<file path="config.mk">
export PLATFORM = sky130hd
export DESIGN_NAME = multi_stage_sync
export DESIGN_NICKNAME = d
export VERILOG_FILES = /design/src/rtl/multi_stage_sync.sv
export SDC_FILE = /design/constraint.sdc
export NUM_CORES = 1
export LEC_CHECK = 0
export BUFFER_PORTS_ARGS = -buffer_cell sky130_fd_sc_hd__buf_2
export CORE_MARGIN = 5
export CORE_UTILIZATION = 45
export DETAILED_ROUTE_END_ITERATION = 10
export GPL_TIMING_DRIVEN = 0
export PLACE_DENSITY = 0.65
export SYNTH_ARGS = -nofsm -noshare
export SYNTH_HDL_FRONTEND = slang
export SYNTH_SLANG_ARGS = --single-unit
</file>
<file path="constraint.sdc">
create_clock -name CLK -period 2.5 [get_ports CLK]
set_clock_uncertainty 0.05 [all_clocks]
set_input_delay 0.5 -clock CLK [delete_from_list [all_inputs] [get_ports CLK]]
set_output_delay 0.5 -clock CLK [all_outputs]
set_load 0.03 [all_outputs]
</file>
<file path="src/rtl/multi_stage_sync.sv">
// Per-channel multi-flop synchroniser with a hold-time filter and edge strobes.
// Every output is driven straight from a flop clocked by CLK.
module multi_stage_sync #(
  parameter int BUS_WIDTH     = 8,
  parameter int NUM_STAGES    = 2,
  parameter int FILTER_CYCLES = 3
) (
  input  logic                 CLK,
  input  logic                 RST,
  input  logic [BUS_WIDTH-1:0] ASYNC_IN,
  output logic [BUS_WIDTH-1:0] SYNC_OUT,
  output logic [BUS_WIDTH-1:0] FILT_OUT,
  output logic [BUS_WIDTH-1:0] RISE_PULSE,
  output logic [BUS_WIDTH-1:0] FALL_PULSE,
  output logic                 ANY_CHANGE
);

  localparam logic [3:0] CNT_LAST = 4'(FILTER_CYCLES - 1);

  // Bit 0 is the metastable capture flop; bit NUM_STAGES-1 is the settled value.
  logic [NUM_STAGES-1:0] chain_q [BUS_WIDTH];
  logic [3:0]            cnt_q   [BUS_WIDTH];

  logic [BUS_WIDTH-1:0] accept;
  logic [BUS_WIDTH-1:0] rise_d;
  logic [BUS_WIDTH-1:0] fall_d;

  always_ff @(posedge CLK) begin
    if (RST) begin
      for (int i = 0; i < BUS_WIDTH; i++) begin
        chain_q[i] <= '0;
      end
    end else begin
      for (int i = 0; i < BUS_WIDTH; i++) begin
        chain_q[i] <= {chain_q[i][NUM_STAGES-2:0], ASYNC_IN[i]};
      end
    end
  end

  always_comb begin
    SYNC_OUT = '0;
    for (int i = 0; i < BUS_WIDTH; i++) begin
      SYNC_OUT[i] = chain_q[i][NUM_STAGES-1];
    end
  end

  // A channel is accepted on the edge where it has disagreed for FILTER_CYCLES edges.
  always_comb begin
    accept = '0;
    for (int i = 0; i < BUS_WIDTH; i++) begin
      accept[i] = (SYNC_OUT[i] != FILT_OUT[i]) && (cnt_q[i] == CNT_LAST);
    end
    rise_d = accept & SYNC_OUT;
    fall_d = accept & ~SYNC_OUT;
  end

  always_ff @(posedge CLK) begin
    if (RST) begin
      FILT_OUT <= '0;
      for (int i = 0; i < BUS_WIDTH; i++) begin
        cnt_q[i] <= '0;
      end
    end else begin
      for (int i = 0; i < BUS_WIDTH; i++) begin
        if (SYNC_OUT[i] == FILT_OUT[i]) begin
          cnt_q[i] <= '0;
        end else if (accept[i]) begin
          cnt_q[i]    <= '0;
          FILT_OUT[i] <= SYNC_OUT[i];
        end else begin
          cnt_q[i] <= cnt_q[i] + 4'd1;
        end
      end
    end
  end

  // Strobes are registered alongside FILT_OUT so they coincide with the new level.
  always_ff @(posedge CLK) begin
    if (RST) begin
      RISE_PULSE <= '0;
      FALL_PULSE <= '0;
      ANY_CHANGE <= 1'b0;
    end else begin
      RISE_PULSE <= rise_d;
      FALL_PULSE <= fall_d;
      ANY_CHANGE <= |(rise_d | fall_d);
    end
  end

endmodule

</file>
==> impl_metrics.py <==
metrics = {
    "outcome": {
        "status": "finished clean",
    },
    "detailed_routing": {
        "routedWlPerCell_um": 11.8,
        "routed_via_density": 4.52,
        "drtIter0Drc": 75,
        "drt_pass1_iterations": 4,
        "vias": 1940,
        "drc": 0,
        "ant_nets": 0,
        "totalWireLength_mm": 5.04,
    },
    "timing": {
        "finalCriticalPeriod_ns": 1.74,
        "rsz0062_at_grt": "false",
        "relSlewSlack_pct": 61.1,
        "slew_violations": 0,
        "setup_violations": 0,
        "hold_viol": 0,
        "finalSetupTns_ns": 0,
        "setup_slack_ns": 0.755,
        "period_share_pct": 69.8,
        "fmax_ghz": 0.573,
        "tightest_slew_ns": 0.583,
    },
    "clocking": {
        "root_buffer": "clkbuf_8",
        "clk_pin_slew_ns": 0.07,
        "hold_buffers": 0,
        "tritoncts": "done",
        "cts.sinks": 73,
        "ctsLongestPathBuffers": 2,
        "insertion_delay_ns": 0.34,
        "htreeDepth": 3,
        "post_cts_buffers": 0,
        "ctsResizeCount": 0,
        "cts_buffers": 9,
    },
    "power_and_ir_drop": {
        "p_sw_share_pct": 23.4,
        "power.leakage_nw": 1.58,
        "finalPower_mw": 2.21,
        "power_frac_comb_pct": 6.3,
        "internal-power_mw": 1.69,
        "power.switching_mw": 0.516,
        "seq_power_share_pct": 59.6,
        "power.density_nw_per_um2": 603,
        "clkPwrFrac_pct": 34.1,
        "vdd_drop_max_mv": 0.336,
    },
    "finish": {
        "register_area_sq_um": 1780,
        "nNetsFinal": 370,
        "synthToLayoutAreaGrowth_pct": 18.8,
        "n_antenna_cell": 0,
        "fill_cells": 605,
        "layout-drive-gt1-share_pct": 21.5,
        "multi_input_area_sq_um": 1310,
    },
    "worst_setup_path": {
        "start_kind": "flip-flop",
        "required_ns": 2.55,
        "worstPathArrival_ns": 1.79,
        "crit_type": "reg -> reg",
        "end_kind": "flip-flop",
        "r2r_cells": 5,
        "worst-path-max-fanout": 4,
    },
    "global_routing": {
        "grt_first_pass_wirelength_mm": 8.48,
        "grt_overflow": 0,
        "grt_max_degree": 12,
        "grt_pass1_vias": 1788,
        "grt_util_met2_pct": 18.7,
        "met3_usage_pct": 3.57,
        "grt.busiest_layer": "met2",
        "antenna_found_initial": 0,
        "grtUsageTotal_pct": 12.9,
        "grtUsageMet1_pct": 16.9,
    },
    "logic_synthesis": {
        "postSynthCellCount": 260,
        "yosys.area.top_type": "edfxtp_1",
        "yosys_register_bits": 73,
        "yosysWarnings": 0,
        "ys_seq_area_share_pct": 57.8,
        "synth_area_sq_um": 3080,
        "synth_cell_types": 24,
        "ys_top_cells_by_area": "edfxtp_1, dfxtp_1, ha_1",
        "synth_area_per_cell_sq_um": 11.9,
        "yosysTopAreaCellShare_pct": 31.2,
    },
    "run": {
        "cap_violations": 0,
    },
    "place": {
        "io_buffers": 42,
        "hpwlAfterDp_mm": 3.74,
        "dpl_worst_slack_ns": 0.758,
        "gp_congestion": 0.700,
    },
    "min_path": {
        "hold_class": "in -> reg",
        "hold_depth": 2,
    },
    "floorplan": {
        "dieArea_sq_um": 8610,
        "fp.coreArea_sq_um": 6720,
        "ios": 43,
        "start_util_pct": 45.9,
        "die_w_um": 92.8,
        "die_h_um": 92.8,
        "rows": 30,
    },
}
[kinds of logic (layout without fill, tap and decap cells)]
group | count (synthesis) | after routing | synth area share [%]
AOI/OAI and AO/OA | 5 | 5 | 1.50
xor gates and xnor gates | 31 | 31 | 8.80
adders and majority gates | 16 | 16 | 6.49
buffers and inverters | 21 | 79 | 3.57
DFF | 73 | 73 | 57.8
muxes | 8 | 8 | 2.60
other | 1 | 32 | 0.122
and+or+nand+nor | 105 | 105 | 19.1
[power groups by stage]
| stage | logic [mW] | clock network (mW) | registers (mW) |
|---|---|---|---|
| final | 0.139 | 0.755 | 1.32 |
| after global routing | 0.156 | 0.845 | 1.32 |
| after CTS | 0.141 | 0.786 | 1.32 |
| after detailed placement | 0.140 | 0 | 1.34 |
| after global placement | 0.138 | 0 | 1.34 |
| after floorplan | 0.103 | 0 | 1.34 |
[cell type report]
type	instances	share of cell area (%)
Sequential cell	73	48.6
Clock buffer	11	3.58
Tap cell	80	2.73
Inverter	8	0.819
Clock inverter	5	0.615
Buffer	13	2.19
Timing Repair Buffer	42	5.74
Multi-Input combinational cell	197	35.7
[per-stage QoR]
stage / std cells / utilization (%) / cell area [sq um] / hold slack [ns]
2_1_floorplan: 291 / - / 3200 / 0.364
3_3_place_gp: 413 / 52.3 / 3510 / 0.366
3_5_place_dp: 413 / 52.3 / 3510 / 0.378
4_1_cts: 429 / 54.5 / 3660 / 0.300
5_1_grt: 429 / 54.5 / 3660 / 0.304
6_report: 429 / 54.5 / 3660 / 0.316
[critical path, cell delays in order, from the launching register on]
cell and delay (ns):
edfxtp_1 0.43, inv_1 0.08, ha_1 0.13, nor3b_1 0.49, or3_4 0.26, nor2_1 0.05
[cell usage after synthesis]
master and count:
xnor2_1 15, conb_1 1, mux2i_1 8, nor3_1 8, xor2_1 16, nor2_1 40, buf_2 1, a22oi_1 4
nand3b_1 1, nor2b_1 16, dfxtp_1 41, nor3b_2 3, nand3_1 8, edfxtp_1 32, ha_1 16, nor3b_1 13
or3b_2 1, nand2_1 8, inv_1 8, buf_1 3, clkbuf_1 1, a41oi_2 1, buf_4 8, or3_4 7
[per-layer routing]
layer  up-vias  wire length, um
li1       1005                -
met1       881             2430
met2        44             2230
met3        10              280
met4         0               99
met5         -                0
[layout by cell type (no fill, tap or decap), types with 13 or more instances in the layout]
master and n:
buf_2 43, dfxtp_1 41, nor2_1 40, edfxtp_1 32, conb_1 32, xor2_1 16, nor2b_1 16, ha_1 16
xnor2_1 15, nor3b_1 13
[registers in the layout, summed over array words and instances, names as in the netlist]
register    count
cnt_q          32
chain_q        16
RISE_PULSE      8
ANY_CHANGE      1
FILT_OUT        8
FALL_PULSE      8
[final timing paths]
kind,from,endpoint,slack [ns]
min reg2reg,chain_q[0][2],chain_q[0][3],0.39
max reg2reg,cnt_q[1][8],cnt_q[1][10],0.76
min,ASYNC_IN[7],chain_q[1][6],0.32
max,cnt_q[1][8],cnt_q[1][10],0.76
No activity file was read; power rests on OpenSTA's default activity.
